[config.mk]
export PLATFORM = sky130hd
export DESIGN_NAME = page_stream_scatter_q
export DESIGN_NICKNAME = d
export VERILOG_FILES = /design/src/rtl/page_stream_scatter_q.sv
export SDC_FILE = /design/constraint.sdc
export NUM_CORES = 1
export LEC_CHECK = 0
export CORE_ASPECT_RATIO = 1.2
export CORE_UTILIZATION = 50
export DETAILED_ROUTE_END_ITERATION = 8
export GPL_TIMING_DRIVEN = 0
export PLACE_DENSITY = 0.8
export SLEW_MARGIN = 20
export SYNTH_ARGS = -nofsm -noshare
export SYNTH_HDL_FRONTEND = slang
export SYNTH_SLANG_ARGS = --single-unit
[constraint.sdc]
create_clock -name clock -period 3.1 [get_ports clock]
set_clock_uncertainty 0.05 [all_clocks]
set_input_delay 0.775 -clock clock [delete_from_list [all_inputs] [get_ports clock]]
set_output_delay 0.775 -clock clock [all_outputs]
set_load 0.01 [all_outputs]
[src/rtl/page_stream_scatter_q.sv]
// page_stream_scatter_q: scatters an input token stream round-robin over N
// per-channel FIFOs, BLOCK tokens per channel before advancing. An EOS token
// is broadcast atomically to every channel and restarts the rotation at 0.
// With DRAIN_ON_EOS=1 the input stalls after an EOS until every queue empties.
//
// Handshake: a transfer happens on a rising edge exactly when valid=1 and the
// matching back-pressure (in_b / out_b[k]) is 0 in that cycle; back-pressure
// is the inverse of ready. in_b depends combinationally on in_e because a
// data token needs only its target queue while an EOS needs all of them.
module page_stream_scatter_q #(
   parameter int W            = 16,
   parameter int N            = 8,
   parameter int DEPTH        = 4,
   parameter int BLOCK        = 1,
   parameter int DRAIN_ON_EOS = 0
) (
   input  logic                   clock,
   input  logic                   reset,
   input  logic [W-1:0]           in_d,
   input  logic                   in_e,
   input  logic                   in_v,
   output logic                   in_b,
   output logic [N*W-1:0]         out_d,
   output logic [N-1:0]           out_e,
   output logic [N-1:0]           out_v,
   input  logic [N-1:0]           out_b,
   output logic                   dbgState,   // 0 = RUN, 1 = DRAIN
   output logic [$clog2(N)-1:0]   dbgChIdx    // current write target channel
);

   localparam int CW   = $clog2(N);
   localparam int PW   = $clog2(DEPTH);
   localparam int CNTW = $clog2(DEPTH + 1);
   localparam int BW   = (BLOCK > 1) ? $clog2(BLOCK) : 1;

   typedef enum logic {RUN = 1'b0, DRAIN = 1'b1} stateT;

   stateT            state, nextState;
   logic [CW-1:0]    chIdx;
   logic [BW-1:0]    blkCnt;
   logic [W:0]       mem [N][DEPTH];
   logic [PW-1:0]    rdPtr [N];
   logic [PW-1:0]    wrPtr [N];
   logic [CNTW-1:0]  cnt [N];
   logic [N-1:0]     full;
   logic [N-1:0]     push;
   logic [N-1:0]     pop;
   logic             accept;
   logic             allEmptyNext;

   assign dbgState = state;
   assign dbgChIdx = chIdx;

   // Queue status, heads, back-pressure and per-channel push/pop strobes.
   always_comb begin
      full  = '0;
      push  = '0;
      pop   = '0;
      out_v = '0;
      out_e = '0;
      out_d = '0;
      for (int k = 0; k < N; k++) begin
         full[k]  = (cnt[k] == CNTW'(DEPTH));
         out_v[k] = (cnt[k] != '0) && !reset;
         if (out_v[k]) begin
            out_d[k*W +: W] = mem[k][rdPtr[k]][W-1:0];
            out_e[k]        = mem[k][rdPtr[k]][W];
         end
         pop[k] = out_v[k] && !out_b[k];
      end
      // Full is judged before any same-cycle pop, so push-on-full never occurs.
      in_b   = reset || (state == DRAIN) || (in_e ? (|full) : full[chIdx]);
      accept = in_v && !in_b;
      for (int k = 0; k < N; k++) begin
         push[k] = accept && (in_e || (chIdx == CW'(k)));
      end
   end

   // True when every queue will be empty after this edge's pops.
   always_comb begin
      allEmptyNext = 1'b1;
      for (int k = 0; k < N; k++) begin
         if (!((cnt[k] == '0) || ((cnt[k] == CNTW'(1)) && pop[k]))) begin
            allEmptyNext = 1'b0;
         end
      end
   end

   // Next-state logic for the RUN/DRAIN machine.
   always_comb begin
      nextState = state;
      case (state)
         RUN:     if (accept && in_e && (DRAIN_ON_EOS != 0)) nextState = DRAIN;
         DRAIN:   if (allEmptyNext) nextState = RUN;
         default: nextState = RUN;
      endcase
   end

   // State register.
   always_ff @(posedge clock) begin
      if (reset) state <= RUN;
      else       state <= nextState;
   end

   // Round-robin target channel and block counter; EOS restarts at channel 0.
   always_ff @(posedge clock) begin
      if (reset) begin
         chIdx  <= '0;
         blkCnt <= '0;
      end else if (accept) begin
         if (in_e) begin
            chIdx  <= '0;
            blkCnt <= '0;
         end else if (blkCnt == BW'(BLOCK - 1)) begin
            blkCnt <= '0;
            chIdx  <= (chIdx == CW'(N - 1)) ? '0 : chIdx + 1'b1;
         end else begin
            blkCnt <= blkCnt + 1'b1;
         end
      end
   end

   // Queue storage; contents need no reset because heads are masked by valid.
   always_ff @(posedge clock) begin
      for (int k = 0; k < N; k++) begin
         if (push[k]) mem[k][wrPtr[k]] <= {in_e, in_d};
      end
   end

   // Queue pointers and occupancy counts.
   always_ff @(posedge clock) begin
      if (reset) begin
         for (int k = 0; k < N; k++) begin
            rdPtr[k] <= '0;
            wrPtr[k] <= '0;
            cnt[k]   <= '0;
         end
      end else begin
         for (int k = 0; k < N; k++) begin
            if (push[k]) wrPtr[k] <= wrPtr[k] + 1'b1;
            if (pop[k])  rdPtr[k] <= rdPtr[k] + 1'b1;
            if (push[k] && !pop[k])      cnt[k] <= cnt[k] + 1'b1;
            else if (pop[k] && !push[k]) cnt[k] <= cnt[k] - 1'b1;
         end
      end
   end

endmodule
# == Yosys cells after proc, flatten, opt, wreduce, memory -nomap -nowiden ==
# Memories as Yosys holds them, arrays and structs flattened.
# Cells that the tools add are included.
# word_totals
memories,4
out_inout_bits,149
in_bits,28
register_bits,5
ram_bits,600
elab_cells,479
# mem_list
name,words,width,read_ports,rd_clocked_by_memory_dff,write_ports,line,source
mem,8,68,8,0,8,41,logic [W:0] mem [N][DEPTH];
cnt,8,3,8,0,8,44,logic [CNTW-1:0] cnt [N];
rdPtr,8,2,8,0,8,42,logic [PW-1:0] rdPtr [N];
wrPtr,8,2,8,0,8,43,logic [PW-1:0] wrPtr [N];
# op_classes
n_eq_ne,24
add_sub_neg,34
magnitude_cmp,25
n_reduce_logical,121
muxes,219
n_bitwise,49
# op_table
cell,count
$mux W68,8
$mux W17,24
$bmux W17 S2,8
$demux W17 S2,8
$mux W16,8
$mux W1,127
$logic_and A1 B1 Y1,57
$mux W3,19
$ge A3 B3 Y1 const B,16
$not A2 Y3,16
$eq A3 B3 Y1 const B,12
$add A2 B1 Y2 const B,16
$mux W2,16
$or A1 B1 Y1,32
$add A3 B1 Y3 const B,9
$eq A3 B1 Y1 const B,9
$logic_not A3 Y1,9
$logic_not A1 Y1,26
$lt A3 B1 Y1 const B,8
$reduce_bool A3 Y1,8
$sub A3 B1 Y3 const B,8
$logic_or A1 B1 Y1,18
$reduce_or A8 Y1,1
$eq A3 B2 Y1 const B,2
other kinds (7),7

# == Depth between registers and ports, before layout ==
# Gate-level depths: netlist of the first run.
# depth
word_depth,15
mapped_depth,10
mapped_depth_nobuf,8

# == Worst setup path before layout of the first run ==
# No wires, ideal clock.
# synth_path
kind,reg2reg
start,memory cnt[0][21] in the netlist's numbering
end,"memory mem[1][100] in the netlist's numbering, enable pin"
path_slack_ns,0.178
synth_period_minus_slack_ns,2.922
n_path_buf,1
arrival_time_ns,2.498
path_stages_with_launch,9
setup_ns,0.375
required_time_ns,2.675
cell_sequence,edfxtp_1 -> inv_1 -> ha_1 -> nand2_1 -> nand4_1 -> o21a_1 -> buf_2 -> nor4_1 -> and2_1
# synth_rtl
item,line
from (decl),44
to (decl),41

==> out/qor.csv, run 1 <==
stage;metric;value;unit
floorplanning;io_pins;177;
sta;setup_ws;-0.306;ns
finish;fin_area;0.0304;mm²
sta;drv_slew;0;
clock_tree;cts.sinks;604;
finish;diodes;0;
clock_tree;cts_tree;built;
critical_path;critPathTopFamily;simple AND/OR/NAND/NOR gates;
sta;period_needed;3.41;ns
logic_synthesis;syn_inst;1335;
logic_synthesis;ys.flop_type;edfxtp_1;
logic_synthesis;ys_async_sr_fraction;0;%
power_and_ir_drop;peakVddDrop;0.460;mV
critical_path;r2r_slack;-0.18;ns
logic_synthesis;synth_nets;1433;
status;status;finished with violations;
global_route;grt_usage;21.7;%
logic_synthesis;ys_ff_latch;604;
hold_path;hold_path.class;in -> reg;
drt;dr.pass1.iters;8;
drt;dr.first_iter.drc_count;1338;
global_route;grt_pass1_vias;13489;
clock_tree;cts_hold_buffers;0;
finish;syn2layout_area_growth;21.7;%
critical_path;worstReg2RegEnd;mem[0][267]$_DFFE_PP_;
clock_tree;clk_path_buf_depth;3;
drt;num_vias;13056;
critical_path;crit_path_end_kind;output port;
clock_tree;cts_max_level;2;
critical_path;path_max_fanout;4;
power_and_ir_drop;powerDensity;619;mW/mm²
status;violations;DRC, setup timing;
critical_path;worstSetupStartpointType;register;
logic_synthesis;synth.yosys.seq_area_share;72.3;%
critical_path;worst_path_max_delay_cell;or4_4;
placement;place.gp.congestion;0.880;
critical_path;cp.depth;9;
drt;wl_per_cell;23.7;µm
placement;place_area;0.0276;mm²
floorplanning;die_height;247;µm
sta;finalHoldViolCount;0;
floorplanning;core_area;0.0493;mm²
critical_path;cp-endpoint;in_b;
clock_tree;numCtsBuffers;53;
critical_path;required;2.27;ns
global_route;antenna_found_initial;1;
floorplanning;rows;89;
placement;post-dp-hpwl;32.7;mm
global_route;grt_pass1_wl;81.0;mm
drt;via_per_inst;5.65;
sta;post-route-period-util;110;%
sta;rsz0062_at_grt;true;
floorplanning;die_w;206;µm
global_route;grt_max_degree;38;
critical_path;worstRegToRegCells;9;
power_and_ir_drop;power_leakage;10.7;nW
clock_tree;cts.clk_slew.worst_paths;0.07;ns
sta;fin_setup_tns;-10.51;ns
critical_path;path_cells;inv_2, ha_4, nand2_2, mux4_2, nor3_2, buf_6, or2_4, or4_4, buf_6;
critical_path;crit_top_cell;buf_6;
clock_tree;cts-root-buf;clkbuf_16;
critical_path;cp_num_buf_inv;3;
logic_synthesis;yosysWarnings;0;
critical_path;arrival;2.58;ns
drt;drtAntennaViolNets;0;
global_route;gr-total-overflow;0;
drt;route.detailed.drc;20;
drt;routed_wl;54.9;mm
placement;port_buffers;176;
job;drv_cap;0;
logic_synthesis;yosysTopAreaCellShare;72.0;%
sta;setup_viol;69;
floorplanning;initial_core_util;50.7;%
sta;max_slew_margin;29.2;%
critical_path;critPathLaunch;cnt[0][19]$_SDFFCE_PP0P_;
critical_path;rr_startpoint;cnt[0][19]$_SDFFCE_PP0P_;
logic_synthesis;yosys-top-cells-area;edfxtp_1, mux4_2, nor2b_1;
finish;drive_above_1_share;29.0;%
logic_synthesis;synth_cell_type_count;55;
critical_path;criticalPathCategory;reg -> out;
sta;tightestPinTransition;1.05;ns
clock_tree;clock_latency;0.58;ns
critical_path;slowest_delay;0.46;ns
finish;final_nets;1730;
logic_synthesis;postSynthAreaPerCell;18.7;µm²
logic_synthesis;netlist_area;0.0250;mm²
sta;max_freq;294;MHz
floorplanning;die_area;0.0509;mm²
logic_synthesis;synth-edff-count;600;
logic_synthesis;synth_top_area_cell;edfxtp_1;
[cells in the mapped netlist, drive strengths merged, types with 2 or more instances]
master	number
edfxtp	600
nor2b	146
mux4	138
ha	70
inv	56
nor2	39
clkbuf	36
and2	34
nand2	28
buf	24
a21oi	22
or2	18
nor3	15
xnor2	10
a21o	9
o21ai	9
nand2b	8
nand3	8
nor4	7
o221ai	6
and3	5
nand3b	5
nand4	5
o211ai	5
or4	5
dfxtp	4
nor3b	4
a211o	2
and2b	2
o22ai	2
o311ai	2
[how the worst min path moves through the flow]
stage | from | to | slack (ns) | depth (start not counted)
final | in_d[4] | mem[0][89]$_DFFE_PP_ | 0.38 | 1
after global routing | in_d[4] | mem[0][89]$_DFFE_PP_ | 0.37 | 1
after CTS | in_d[4] | mem[0][89]$_DFFE_PP_ | 0.35 | 1
after detailed placement | dbgChIdx[0]$_SDFFE_PP0P_ | dbgChIdx[0]$_SDFFE_PP0P_ | 0.47 | 2
after global placement | dbgChIdx[0]$_SDFFE_PP0P_ | dbgChIdx[0]$_SDFFE_PP0P_ | 0.46 | 2
after floorplan | dbgState$_SDFF_PP0_ | dbgState$_SDFF_PP0_ | 0.47 | 1
[power breakdown]
part	total (mW)	switching (mW)	internal, mW
clock	6.95	2.87	4.07
sequential	9.34	0.114	9.23
combinational	2.55	1.32	1.24
[worst register-to-register path, delay by kind of cell, from the launching register on]
kind	cells	cell delay [ns]
AND/OR/NAND/NOR	4	1.69
buffers and inverters	3	0.36
flip-flops	1	0.38
multiplexers	1	0.25
adder cells (fa/ha/maj)	1	0.18
[layout make-up]
cell class              instances  area (µm²)
flip-flops and latches        604       18100
clock inverters                37         444
repair buffers                251        2170
fillers                      3411       18900
clock buffers                  61        1400
plain buffers                  51         561
inverters                      56         210
multi-input cells             615        6760
well taps                     637         797
[metrics by stage]
stage                     util (%)  hold slack [ns]  instances  worst slack (ns)  total power, mW
final                         61.7            0.381       2312            -0.306             18.8
after global routing          61.7            0.369       2312            -0.394             19.4
after CTS                     61.3            0.354       2295            -0.329             18.9
after detailed placement      55.9            0.475       2151             -1.20             11.8
after global placement        55.9            0.461       2148             -1.96             11.7
after floorplan                  -            0.471       1335             0.178             10.8
[cell families (layout without fill, tap and decap cells)]
group,Yosys count,count (layout),synth area share [%]
flip-flops,604,604,72.3
AND/OR/NAND/NOR,332,332,7.75
multiplexers,139,139,12.5
buffers and inverters,116,456,1.87
adder cells (fa/ha/maj),70,70,3.50
AO/OA/AOI/OAI,63,63,1.67
XOR/XNOR,11,11,0.385
[registers in the layout, indices dropped and copies added, names as in the netlist]
signal    flops
wrPtr        16
dbgState      1
mem         544
dbgChIdx      3
cnt          24
rdPtr        16
[routing by layer]
layer / up-vias / part of all wire [%] / GRT usage, %
li1: 5772 / - / -
met1: 6755 / 40 / 28.7
met2: 436 / 51 / 36.9
met3: 91 / 6.0 / 3.20
met4: 2 / 2.7 / 7.29
met5: - / 0.031 / 0
[cell usage in the layout (no fill, tap or decap), types with 20 or more instances in the layout]
cell,count
buf_12,23
a21oi_1,22
nand2_1,21
dlygate4sd2_1,113
mux4_2,137
inv_1,41
nor2_1,39
clkbuf_16,56
buf_2,22
edfxtp_1,600
buf_4,63
nor2b_1,129
and2_2,22
ha_1,62
clkbuf_2,20
[repair_timing]
| action | in CTS | in global routing |
|---|---|---|
| gates resized for setup | 347 | 70 |
| buffers inserted | 55 | 16 |
| cloned | 0 | 1 |
| endpoints found under the setup margin | 575 | 508 |
| hold endpoints to repair | 0 | 0 |
| pin swaps | 5 | 2 |
No activity file was read; power rests on OpenSTA's default activity.
==> run 2, diff against run 1 <==
--- a/config.mk
+++ b/config.mk
@@ -7,6 +7,7 @@
 export LEC_CHECK = 0
 export CORE_ASPECT_RATIO = 1.2
 export CORE_UTILIZATION = 50
+export CTS_CLUSTER_DIAMETER = 150
 export DETAILED_ROUTE_END_ITERATION = 8
 export GPL_TIMING_DRIVEN = 0
 export PLACE_DENSITY = 0.8
==> results of run 2 <==
Same layout as run 1: the final DEF is identical, and so are final timing and power.
==> run 3, diff against run 2 <==
--- a/config.mk
+++ b/config.mk
@@ -10,7 +10,7 @@
 export CTS_CLUSTER_DIAMETER = 150
 export DETAILED_ROUTE_END_ITERATION = 8
 export GPL_TIMING_DRIVEN = 0
-export PLACE_DENSITY = 0.8
+export PLACE_DENSITY = 0.83
 export SLEW_MARGIN = 20
 export SYNTH_ARGS = -nofsm -noshare
 export SYNTH_HDL_FRONTEND = slang
==> run 3 against run 2 <==
Compared with the run above: setup slack lost 0.0055 ns; largest cell class unchanged; largest power group unchanged; via count grew 1.9%; critical endpoint unchanged; highest routed layer unchanged; non-clock buffer count shrank 1; routed wire length grew 0.85%; the run still ends with DRC, setup timing left; register-to-register slack gained 0.11 ns; power shrank 0.32%.
==> out/qor.csv, run 3 (same netlist as run 1, synthesis figures left out) <==
stage;metric;value;unit;change
status;status;finished with violations;;
status;violations;DRC, setup timing;;
power_and_ir_drop;powerDensity;618;mW/mm²;-0.21%
placement;place_area;0.0275;mm²;-0.15%
sta;rsz0062_at_grt;true;;
floorplanning;io_pins;177;;unchanged
critical_path;cp-endpoint;in_b;;
drt;via_per_inst;5.76;;+2.1%
critical_path;worstSetupStartpointType;register;;
floorplanning;die_area;0.0509;mm²;unchanged
critical_path;criticalPathCategory;reg -> out;;
global_route;antenna_found_initial;1;;unchanged
sta;setup_viol;69;;unchanged
sta;finalHoldViolCount;0;;unchanged
placement;pre_cts_slack;-1.19;ns;+0.00828 ns
clock_tree;numCtsBuffers;52;;-1.9%
placement;place_inst;2149;;-0.093%
drt;routed_wl;55.4;mm;+0.85%
sta;period_needed;3.41;ns;+0.00548 ns
finish;nFillCells;3376;;-1.0%
drt;wl_per_cell;24.0;µm;+1.0%
job;drv_cap;0;;unchanged
sta;tightestPinTransition;0.910;ns;-0.144 ns
drt;dr.pass1.iters;9;;+1
global_route;grt_pass1_vias;13780;;+2.2%
placement;place.gp.congestion;0.896;;+1.8%
finish;largest_reg_flops;544;;unchanged
floorplanning;initial_core_util;50.7;%;unchanged
floorplanning;rows;89;;unchanged
clock_tree;cts-root-buf;clkbuf_16;;
floorplanning;core_area;0.0493;mm²;unchanged
critical_path;worstReg2RegEnd;mem[0][235]$_DFFE_PP_;;
finish;fin_area;0.0304;mm²;-0.11%
finish;final_nets;1728;;-0.12%
critical_path;crit_path_end_kind;output port;;
drt;num_vias;13302;;+1.9%
floorplanning;die_w;206;µm;unchanged
hold_path;hold_path.class;reg -> reg;;
global_route;gr-total-overflow;0;;unchanged
drt;route.detailed.drc;20;;unchanged
finish;layout.cells.non_filler;2308;;-0.17%
critical_path;worstRegToRegCells;9;;unchanged
finish;syn2layout_area_growth;21.5;%;
power_and_ir_drop;total_power;18.8;mW;-0.32%
power_and_ir_drop;power_leakage;10.8;nW;+0.60%
drt;drtAntennaViolNets;0;;unchanged
sta;post-route-period-util;110;%;+0.18 points
critical_path;path_max_fanout;4;;unchanged
floorplanning;die_height;247;µm;unchanged
finish;layout_common_cells;edfxtp_1, mux4_2, nor2b_1;;
sta;whs;0.504;ns;+0.122 ns
clock_tree;clock_latency;0.57;ns;about the same
critical_path;r2r_slack;-0.07;ns;+0.11 ns
clock_tree;cts_tree;built;;
global_route;grt_usage;22.2;%;+0.47 points
critical_path;required;2.27;ns;about the same
global_route;grt_pass1_wl;82.8;mm;+2.2%
clock_tree;cts.clk_slew.worst_paths;0.07;ns;about the same
clock_tree;cts_hold_buffers;0;;unchanged
clock_tree;cts_max_level;2;;unchanged
global_route;grt_max_degree;38;;unchanged
critical_path;rr_startpoint;cnt[0][12]$_SDFFCE_PN0P_;;
finish;final_common_cell;edfxtp_1;;
power_and_ir_drop;peakVddDrop;0.401;mV;-13%
critical_path;critPathLaunch;cnt[0][0]$_SDFFCE_PN0P_;;
sta;setup_ws;-0.311;ns;-0.00548 ns
clock_tree;clk_path_buf_depth;3;;unchanged
sta;drv_slew;0;;unchanged
finish;drive_above_1_share;27.9;%;-1.1 points
placement;port_buffers;176;;unchanged
sta;max_freq;293;MHz;-0.16%
placement;post-dp-hpwl;33.0;mm;+1.0%
sta;max_slew_margin;38.8;%;+9.7 points
finish;diodes;0;;unchanged
clock_tree;cts.sinks;604;;unchanged
drt;dr.first_iter.drc_count;1152;;-14%
critical_path;arrival;2.59;ns;about the same
==> run 3: changes by cell type in the layout (fill, tap and decap cells not counted), sizes merged <==
cell           delta
clkbuf            -5
dlymetal6s2s      +6
clkdlybuf4s15     -3
clkinvlp          -1
buf               -3
bufinv            +2
inv               -2
clkinv            +2
==> run 3: routing by layer <==
metal / track usage (%) / up-vias / routed length (µm)
li1: - / 5790 / -
met1: 28.7 / 6858 / 21600
met2: 37.5 / 542 / 28000
met3: 3.99 / 110 / 3810
met4: 8.09 / 2 / 1870
met5: 0 / - / 12
==> run 3: timing repair <==
action	in CTS	in global routing
resized for setup	340	44
endpoints found under the setup margin	638	342
setup buffers	59	13
pin swaps	5	2
cloned	1	1
==> run 3: report_power, final <==
part	internal [mW]	total [mW]	switching (mW)
Combinational	1.23	2.55	1.32
Sequential	9.23	9.34	0.112
Clock	4.11	6.89	2.78
Total	14.6	18.8	4.21
==> run 3: worst min-delay path by stage <==
stage                              from                  endpoint  slack [ns]  depth (start not counted)
2_1_floorplan       dbgState$_SDFF_PP0_       dbgState$_SDFF_PP0_        0.47                          1
3_3_place_gp   dbgChIdx[0]$_SDFFE_PP0P_  dbgChIdx[0]$_SDFFE_PP0P_        0.46                          2
3_5_place_dp   dbgChIdx[0]$_SDFFE_PP0P_  dbgChIdx[0]$_SDFFE_PP0P_        0.47                          2
4_1_cts        dbgChIdx[0]$_SDFFE_PP0P_  dbgChIdx[0]$_SDFFE_PP0P_        0.49                          2
5_1_grt        dbgChIdx[0]$_SDFFE_PP0P_  dbgChIdx[0]$_SDFFE_PP0P_        0.54                          2
6_report       dbgChIdx[0]$_SDFFE_PP0P_  dbgChIdx[0]$_SDFFE_PP0P_        0.50                          2
==> run 3: cell type report <==
type / instances / area [µm²] / share of cell area [%]
well taps: 637 / 797 / 2.62
clock buffers: 57 / 1340 / 4.41
clock inverters: 38 / 483 / 1.59
plain buffers: 50 / 541 / 1.78
multi-input cells: 615 / 6730 / 22.1
flip-flops and latches: 604 / 18100 / 59.5
repair buffers: 251 / 2200 / 7.25
inverters: 56 / 210 / 0.691
==> run 3: metrics by stage <==
stage / TNS, ns / utilization [%]
CTS: -3.74 / 61.4
finish: -3.90 / 61.6
global route: -14.85 / 61.6
floorplan: 0 / -
global placement: -1041.01 / 55.9
detailed placement: -552.27 / 55.8
==> run 3: critical path: stages (launching register included) <==
cell	delay, ns
edfxtp_1	0.36
inv_1	0.09
ha_4	0.19
nand2_1	0.08
nand4_1	0.11
o21a_1	0.22
buf_6	0.13
or2_4	0.23
or4_4	0.46
buf_6	0.15
